**src/rtl/trap_sequencer.sv**
```systemverilog
// Machine-mode trap/return sequencer. It takes sync exceptions, MRET and the
// external interrupt from the retiring instruction. It flushes and stalls the
// pipeline, writes the trap CSRs one per cycle, then redirects fetch.
module trap_sequencer #(
  parameter int XLEN        = 32,
  parameter bit VECTORED_EN = 1'b1
) (
  input  logic            clk,
  input  logic            rst,
  input  logic            ret_valid_i,
  input  logic            exc_request_i,
  input  logic            inst_invalid_i,
  input  logic            exc_ret_i,
  input  logic [31:0]     exc_cause_i,
  input  logic [XLEN-1:0] instr_pc_i,
  input  logic [31:0]     instr_bits_i,
  input  logic            irq_i,
  input  logic [XLEN-1:0] mstatus_i,
  input  logic [XLEN-1:0] mtvec_i,
  input  logic [XLEN-1:0] mepc_i,
  output logic            csr_we_o,
  output logic [11:0]     csr_waddr_o,
  output logic [XLEN-1:0] csr_wdata_o,
  output logic            flush_o,
  output logic            stall_o,
  output logic            redirect_valid_o,
  output logic [XLEN-1:0] redirect_pc_o,
  input  logic            redirect_ready_i,
  output logic            busy_o
);

  localparam logic [11:0] ADDR_MSTATUS = 12'h300;
  localparam logic [11:0] ADDR_MEPC    = 12'h341;
  localparam logic [11:0] ADDR_MCAUSE  = 12'h342;
  localparam logic [11:0] ADDR_MTVAL   = 12'h343;
  localparam logic [31:0] CAUSE_MEIRQ  = 32'h8000_000B;

  typedef enum logic [2:0] {
    IDLE, FLUSH, W_MEPC, W_MCAUSE, W_MTVAL, W_MSTAT, RET_MSTAT, REDIRECT
  } state_t;

  state_t state, state_nxt;

  logic [XLEN-1:0] cap_pc;
  logic [31:0]     cap_cause;
  logic [31:0]     cap_bits;
  logic [XLEN-1:0] cap_mstatus;
  logic [XLEN-1:0] cap_mtvec;
  logic [XLEN-1:0] cap_mepc;
  logic            cap_mret;

  logic sel_sync, sel_mret, sel_irq, trig;
  logic [XLEN-1:0] trap_target;

  // Trap entry: MPIE takes old MIE, interrupts disabled, previous privilege = M.
  function automatic logic [XLEN-1:0] mstatus_trap(input logic [XLEN-1:0] m);
    logic [XLEN-1:0] r;
    r        = m;
    r[7]     = m[3];
    r[3]     = 1'b0;
    r[12:11] = 2'b11;
    return r;
  endfunction

  // MRET: MIE restored from MPIE, MPIE set.
  function automatic logic [XLEN-1:0] mstatus_ret(input logic [XLEN-1:0] m);
    logic [XLEN-1:0] r;
    r    = m;
    r[3] = m[7];
    r[7] = 1'b1;
    return r;
  endfunction

  // mtval carries the bad encoding for illegal instructions, the PC for
  // breakpoints, and zero for everything else.
  function automatic logic [XLEN-1:0] mtval_val(input logic [31:0]     cause,
                                                input logic [XLEN-1:0] pc,
                                                input logic [31:0]     bits);
    if (cause == 32'd2)      return XLEN'(bits);
    else if (cause == 32'd3) return pc;
    else                     return '0;
  endfunction

  // Trigger priority: sync exception, then MRET, then enabled interrupt.
  assign sel_sync = ret_valid_i & (inst_invalid_i | exc_request_i);
  assign sel_mret = ~sel_sync & ret_valid_i & exc_ret_i;
  assign sel_irq  = ~sel_sync & ~sel_mret & irq_i & mstatus_i[3];
  assign trig     = sel_sync | sel_mret | sel_irq;

  // Interrupts use vectored mode only when enabled and mtvec.MODE selects it;
  // synchronous traps always go to the base address.
  assign trap_target = (VECTORED_EN && cap_mtvec[1:0] == 2'b01 && cap_cause[31])
                     ? {cap_mtvec[XLEN-1:2], 2'b00} + XLEN'({cap_cause[30:0], 2'b00})
                     : {cap_mtvec[XLEN-1:2], 2'b00};

  // State register.
  always_ff @(posedge clk) begin
    if (rst) state <= IDLE;
    else     state <= state_nxt;
  end

  // Capture the trigger context in IDLE. An interrupt that arrives without a
  // retiring instruction keeps the previously captured PC as its mepc.
  always_ff @(posedge clk) begin
    if (rst) begin
      cap_pc      <= '0;
      cap_cause   <= '0;
      cap_bits    <= '0;
      cap_mstatus <= '0;
      cap_mtvec   <= '0;
      cap_mepc    <= '0;
      cap_mret    <= 1'b0;
    end else if (state == IDLE && trig) begin
      if (ret_valid_i) cap_pc <= instr_pc_i;
      cap_cause   <= sel_sync ? exc_cause_i : CAUSE_MEIRQ;
      cap_bits    <= instr_bits_i;
      cap_mstatus <= mstatus_i;
      cap_mtvec   <= mtvec_i;
      cap_mepc    <= mepc_i;
      cap_mret    <= sel_mret;
    end
  end

  // Next-state and Moore outputs; CSR address/data are zero when not writing.
  always_comb begin
    state_nxt        = state;
    csr_we_o         = 1'b0;
    csr_waddr_o      = '0;
    csr_wdata_o      = '0;
    flush_o          = 1'b0;
    redirect_valid_o = 1'b0;
    redirect_pc_o    = '0;
    busy_o           = (state != IDLE);
    stall_o          = (state != IDLE);
    case (state)
      IDLE:      if (trig) state_nxt = FLUSH;
      FLUSH: begin
        flush_o   = 1'b1;
        state_nxt = cap_mret ? RET_MSTAT : W_MEPC;
      end
      W_MEPC: begin
        csr_we_o    = 1'b1;
        csr_waddr_o = ADDR_MEPC;
        csr_wdata_o = {cap_pc[XLEN-1:2], 2'b00};
        state_nxt   = W_MCAUSE;
      end
      W_MCAUSE: begin
        csr_we_o    = 1'b1;
        csr_waddr_o = ADDR_MCAUSE;
        csr_wdata_o = XLEN'(cap_cause);
        state_nxt   = W_MTVAL;
      end
      W_MTVAL: begin
        csr_we_o    = 1'b1;
        csr_waddr_o = ADDR_MTVAL;
        csr_wdata_o = mtval_val(cap_cause, cap_pc, cap_bits);
        state_nxt   = W_MSTAT;
      end
      W_MSTAT: begin
        csr_we_o    = 1'b1;
        csr_waddr_o = ADDR_MSTATUS;
        csr_wdata_o = mstatus_trap(cap_mstatus);
        state_nxt   = REDIRECT;
      end
      RET_MSTAT: begin
        csr_we_o    = 1'b1;
        csr_waddr_o = ADDR_MSTATUS;
        csr_wdata_o = mstatus_ret(cap_mstatus);
        state_nxt   = REDIRECT;
      end
      REDIRECT: begin
        redirect_valid_o = 1'b1;
        redirect_pc_o    = cap_mret ? cap_mepc : trap_target;
        if (redirect_ready_i) state_nxt = IDLE;
      end
      default:   state_nxt = IDLE;
    endcase
  end

endmodule

```
**config.mk**
```make
export PLATFORM = sky130hd
export DESIGN_NAME = trap_sequencer
export DESIGN_NICKNAME = d
export VERILOG_FILES = /design/src/rtl/trap_sequencer.sv
export SDC_FILE = /design/constraint.sdc
export NUM_CORES = 1
export LEC_CHECK = 0
export BUFFER_PORTS_ARGS = -buffer_cell sky130_fd_sc_hd__buf_2
export CORE_MARGIN = 5
export CORE_UTILIZATION = 40
export CTS_CLUSTER_SIZE = 25
export DETAILED_ROUTE_END_ITERATION = 12
export GPL_ROUTABILITY_DRIVEN = 0
export SYNTH_ARGS = -nofsm -noshare
export SYNTH_HDL_FRONTEND = slang
export SYNTH_SLANG_ARGS = --single-unit
```
**constraint.sdc**
```tcl
create_clock -name clk -period 3.66 [get_ports clk]
set_input_delay 0.366 -clock clk [delete_from_list [all_inputs] [get_ports clk]]
set_output_delay 0.366 -clock clk [all_outputs]
set_load 0.005 [all_outputs]
```
# Yosys cells after proc, flatten, opt, wreduce, memory -nomap -nowiden

Cells that the tools add are included.

Flip-flop bits (word level): 196
Input bits: 200
Output and inout port bits: 81

Add/subtract/negate cells: 1
Eq/ne operators: 12
Bitwise gates (word level): 11
Reduce and logical (&&, ||, !) cells: 8
Multiplexer cells: 15

Operators with widths:

| kind                                           | number |
|---|---|
| 2-to-1 mux 32 bit                              | 6 |
| one-hot mux 32 bit (5 select lines)            | 1 |
| == test 32 x 2 -> 1 bit, second input constant | 2 |
| one-hot mux 10 bit (4 select lines)            | 1 |
| adder 32 bit                                   | 1 |
| one-hot mux 3 bit (7 select lines)             | 1 |
| == test 3 bit, second input constant           | 4 |
| 2-to-1 mux 3 bit                               | 3 |
| bitwise AND 1 bit                              | 6 |
| == test 3 x 2 -> 1 bit, second input constant  | 2 |
| OR reduction 5 bit                             | 1 |
| != test 2 bit, second input constant           | 2 |
| AND reduction 2 bit                            | 2 |
| == test 3 x 1 -> 1 bit, second input constant  | 1 |
| logical NOT 3 bit                              | 1 |
| 2-to-1 mux 1 bit                               | 3 |
| bitwise OR 1 bit                               | 3 |
| nonzero test 3 bit                             | 1 |
| == test 2 x 1 -> 1 bit, second input constant  | 1 |
| logical AND 1 bit                              | 2 |
| NOT 1 bit                                      | 2 |
| OR reduction 2 bit                             | 1 |

# Longest topological paths before layout

Depth after elaboration: 12
Mapped depth: 12
Depth with buffers taken out: 12

# Least setup slack after synthesis

Ideal clock, no wire load.

Kind: register -> output
Start: register cap_mtvec[2]
End: output port redirect_pc_o[30]
Path buffers: 0
Slack: 682 ps
Stages on the path, launching flop included: 13
Data arrival time: 2,612 ps
Data required time: 3,294 ps
Path through: dfxtp_1 -> ha_1 -> inv_1 -> fa_1 -> nand2b_1 -> a21o_1 -> a31oi_2 -> a21oi_1 -> o221ai_2 -> nand2_1 -> o211ai_1 -> mux2_1 -> a211oi_1

Word-level cells in the longest chain between the ends: 4

Ends and longest elaborated chain:

| what                   | RTL line | source |
|---|---|---|
| start, declared        | 48       | `logic [XLEN-1:0] cap_mtvec;` |
| start signal, assigned | 118      | `cap_mtvec <= mtvec_i;` |
| adder 32 bit           | 93       | `? {cap_mtvec[XLEN-1:2], 2'b00} + XLEN'({cap_cause[30:0], 2'b00})` |
| 2-to-1 mux 32 bit      | 93       |  |
| 2-to-1 mux 32 bit      | 173      | `redirect_pc_o = cap_mret ? cap_mepc : trap_target;` |
| 2-to-1 mux 32 bit      | 135      | `case (state)` |
| end, declared          | 27       | `output logic [XLEN-1:0] redirect_pc_o,` |

Every way passes these cells.

# Final worst setup path

Start: register cap_cause[0]
End: output port redirect_pc_o[24]

Word-level cells in the longest chain between the ends: 4

Ends and longest elaborated chain:

| what                   | RTL line | source |
|---|---|---|
| start, declared        | 45       | `logic [31:0] cap_cause;` |
| start signal, assigned | 115      | `cap_cause <= sel_sync ? exc_cause_i : CAUSE_MEIRQ;` |
| adder 32 bit           | 93       |  |
| 2-to-1 mux 32 bit      | 93       |  |
| 2-to-1 mux 32 bit      | 173      |  |
| 2-to-1 mux 32 bit      | 135      |  |

Every way passes these cells.

==> impl_metrics.csv <==
group,metric,value,unit
sta,worstMarginPinSlew,800,ps
clocking,cts_tree,"done",
power,ir_worst_vdd,0.000242,V
clocking,cts-hold-fix-buffers,0,
sta,skew,15.6,ps
cells_and_area,area_delta_synth_final,22.2,%
hold_path,worstHoldPathType,"primary input to register",
logic_synthesis,ys_types,61,
route,wl_per_cell,18.7,um
logic_synthesis,synth_seq_cells,196,
power,power_leakage,5.29,nW
sta,max_freq,0.285,GHz
sta,relSlewSlack,46.6,%
route,vias,10600,
cells_and_area,drive_above_1_share,25.2,%
die,io_pins,281,
sta,drv_slew,0,
outcome,status,"finished clean",
route,ant_nets,0,
worst_setup_path,path_cells,"ha_4 -> inv_2 -> fa_2 -> nand2b_4 -> a21o_1 -> a31oi_4 -> a21oi_4 -> o21ai_1 -> a21o_1 -> a211oi_1 -> a31o_2 -> a211oi_1 -> buf_2",
cells_and_area,most-common-layout-cells,"nand2_1, buf_2, a21oi_1",
logic_synthesis,synth_seq_area_share,37.8,%
route,route.detailed.drc,0,
worst_setup_path,cp_data_arrival_time,3150,ps
clocking,clk_pin_slew,90,ps
power,power,5.69,mW
placement,dp_slack,330,ps
die,die_x,171,um
logic_synthesis,synth_edf_count,0,
logic_synthesis,async_flop_share,0,%
logic_synthesis,netlist_instances,1396,
die,start_util,40.2,%
worst_setup_path,crit_type,"register to output port",
global_routing,antenna_found_initial,2,
sta,setup_viol,0,
global_routing,overflow,0,
clocking,cts_sinks,196,
placement,dp_hpwl,25.7,mm
global_routing,grt_pass1_wl,56.0,mm
logic_synthesis,ys.flop_type,"dfxtp_1",
global_routing,grt_usage,24.0,%
sta,finalCritPeriodShare,95.9,%
cells_and_area,nets,1837,
worst_setup_path,cp_slowest_stage_delay,360,ps
die,fp.dieH,171,um
power,cellPowerDensity,449,nW/um^2
die,core_area,25800,um^2
die,rows,59,
logic_synthesis,ys_warn_count,0,
route,drt_iter0_markers,781,
logic_synthesis,syn_area,10400,um^2
clocking,htree_num_levels,4,
die,die_area,29300,um^2
global_routing,first_global_vias,10200,
sta,setup_slack,149,ps
job,cap_violations,0,
worst_setup_path,path_max_fanout,3,
clocking,insertion_delay,450,ps
logic_synthesis,syn_avg_cell_area,7.44,um^2
worst_setup_path,critPathRequiredTime,3290,ps
route,drtPass1Iterations,7,
route,wirelength,36.6,mm
sta,grt_setup_unrepaired,"yes",
sta,finalHoldViolations,0,
clocking,numCtsBuffers,17,
clocking,cts-root-buf,"clkbuf_16",
worst_setup_path,critPathLaunchType,"register",
worst_setup_path,end_kind,"output port",
worst_setup_path,cpMaxStageDelayCell,"dfxtp_2",
route,avgViaCountPerCell,5.42,
clocking,max-clock-path-buffers,2,
sta,period_needed,3510,ps
global_routing,grt_max_degree,132,
placement,port_buffers,273,
cells_and_area,mostFrequentLayoutCell,"nand2_1",
-- kinds of logic (layout without fill, tap and decap cells) --
logic type / count (synthesis) / in the layout / share of synthesized area [%]
fa+ha+maj: 30 / 30 / 3.69
compound gates: 422 / 422 / 24.3
xor+xnor: 22 / 22 / 1.86
buf+inv: 133 / 351 / 5.25
other cells: 1 / 8 / 0.0361
mux: 64 / 64 / 6.53
flops: 196 / 196 / 37.8
simple gates: 528 / 528 / 20.6
-- final timing paths --
path | start | end | slack, ps | depth (start not counted)
min | instr_bits_i[26] | cap_bits[26]$_SDFFE_PP0P_ | 150 | 3
min reg2reg | cap_mstatus[28]$_SDFFE_PP0P_ | cap_mstatus[28]$_SDFFE_PP0P_ | 460 | 2
max | cap_cause[0]$_SDFFE_PP0P_ | redirect_pc_o[24] | 150 | 13
max reg2reg | state[1]$_SDFFE_PP0P_ | cap_mtvec[22]$_SDFFE_PP0P_ | 1380 | 8
-- worst max-delay path: cells and delay by family, from the launching register on --
kind,cells,cell delay (ps)
AND/OR/NAND/NOR,1,150
AO/OA/AOI/OAI,8,1510
buffers and inverters,2,220
adder cells (fa/ha/maj),2,480
flip-flops,1,360
-- stage by stage --
| stage | TNS (ps) | hold WS (ps) | utilization (%) | cells | instance area, um^2 |
|---|---|---|---|---|---|
| floorplan | 0 | 432 | - | 1402 | 10400 |
| global placement | 0 | 438 | 46.3 | 1917 | 12000 |
| detailed placement | 0 | 445 | 46.3 | 1917 | 12000 |
| CTS | 0 | 139 | 48.8 | 1951 | 12600 |
| global route | -9.92 | 141 | 49.1 | 1956 | 12700 |
| finish | 0 | 150 | 49.1 | 1956 | 12700 |
-- Yosys cell counts (all sizes together), types with 8 or more instances --
master,instances,share of area [%]
inv,15,0.54
buf,23,1.3
a21oi,235,11
ha,29,3.5
nor2,75,2.7
nand4,10,0.60
clkbuf,95,3.4
nor3,10,0.48
a211oi,8,0.63
nand3,10,0.53
nand2,389,14
a32oi,25,2.1
mux2,30,3.3
a22oi,30,2.2
a21o,15,1.1
xnor2,15,1.3
nor4,9,0.54
mux2i,34,3.3
dfxtp,196,38
o21ai,65,3.1
-- power by group --
part / switching (mW) / internal, mW
clock network: 0.983 / 0.937
registers: 0.170 / 2.33
logic: 0.792 / 0.485
-- sequential cells by signal (all words and copies together), names as in the netlist --
| register | flops |
|---|---|
| cap_cause | 32 |
| state | 3 |
| cap_pc | 32 |
| cap_bits | 32 |
| cap_mstatus | 32 |
| cap_mtvec | 32 |
| cap_mret | 1 |
| cap_mepc | 32 |
-- what timing repair did --
item | CTS | global route
setup endpoints to repair | 2 | 8
buffers inserted | 2 | 4
pin swaps | 3 | 7
hold endpoints to repair | 0 | 0
gates resized for setup | 7 | 15
-- final cells by class --
type	count	area [um^2]
antenna	1	2.50
clock buffer	18	439
fill	2626	13200
multi-input combinational	1073	6050
inverter	15	56.3
sequential	196	3930
clock inverter	14	150
tap	335	419
timing repair buffer	304	1640
-- metal layers --
| metal | share of wire [%] | routed length (um) | global-route usage, % | vias up |
|---|---|---|---|---|
| li1 | - | - | - | 5247 |
| met1 | 48 | 17700 | 35.8 | 4865 |
| met2 | 43 | 15600 | 35.7 | 433 |
| met3 | 6.7 | 2470 | 4.21 | 49 |
| met4 | 2.1 | 779 | 6.65 | 2 |
| met5 | 0.019 | 7 | 0 | - |
No activity file was read; power rests on OpenSTA's default activity.
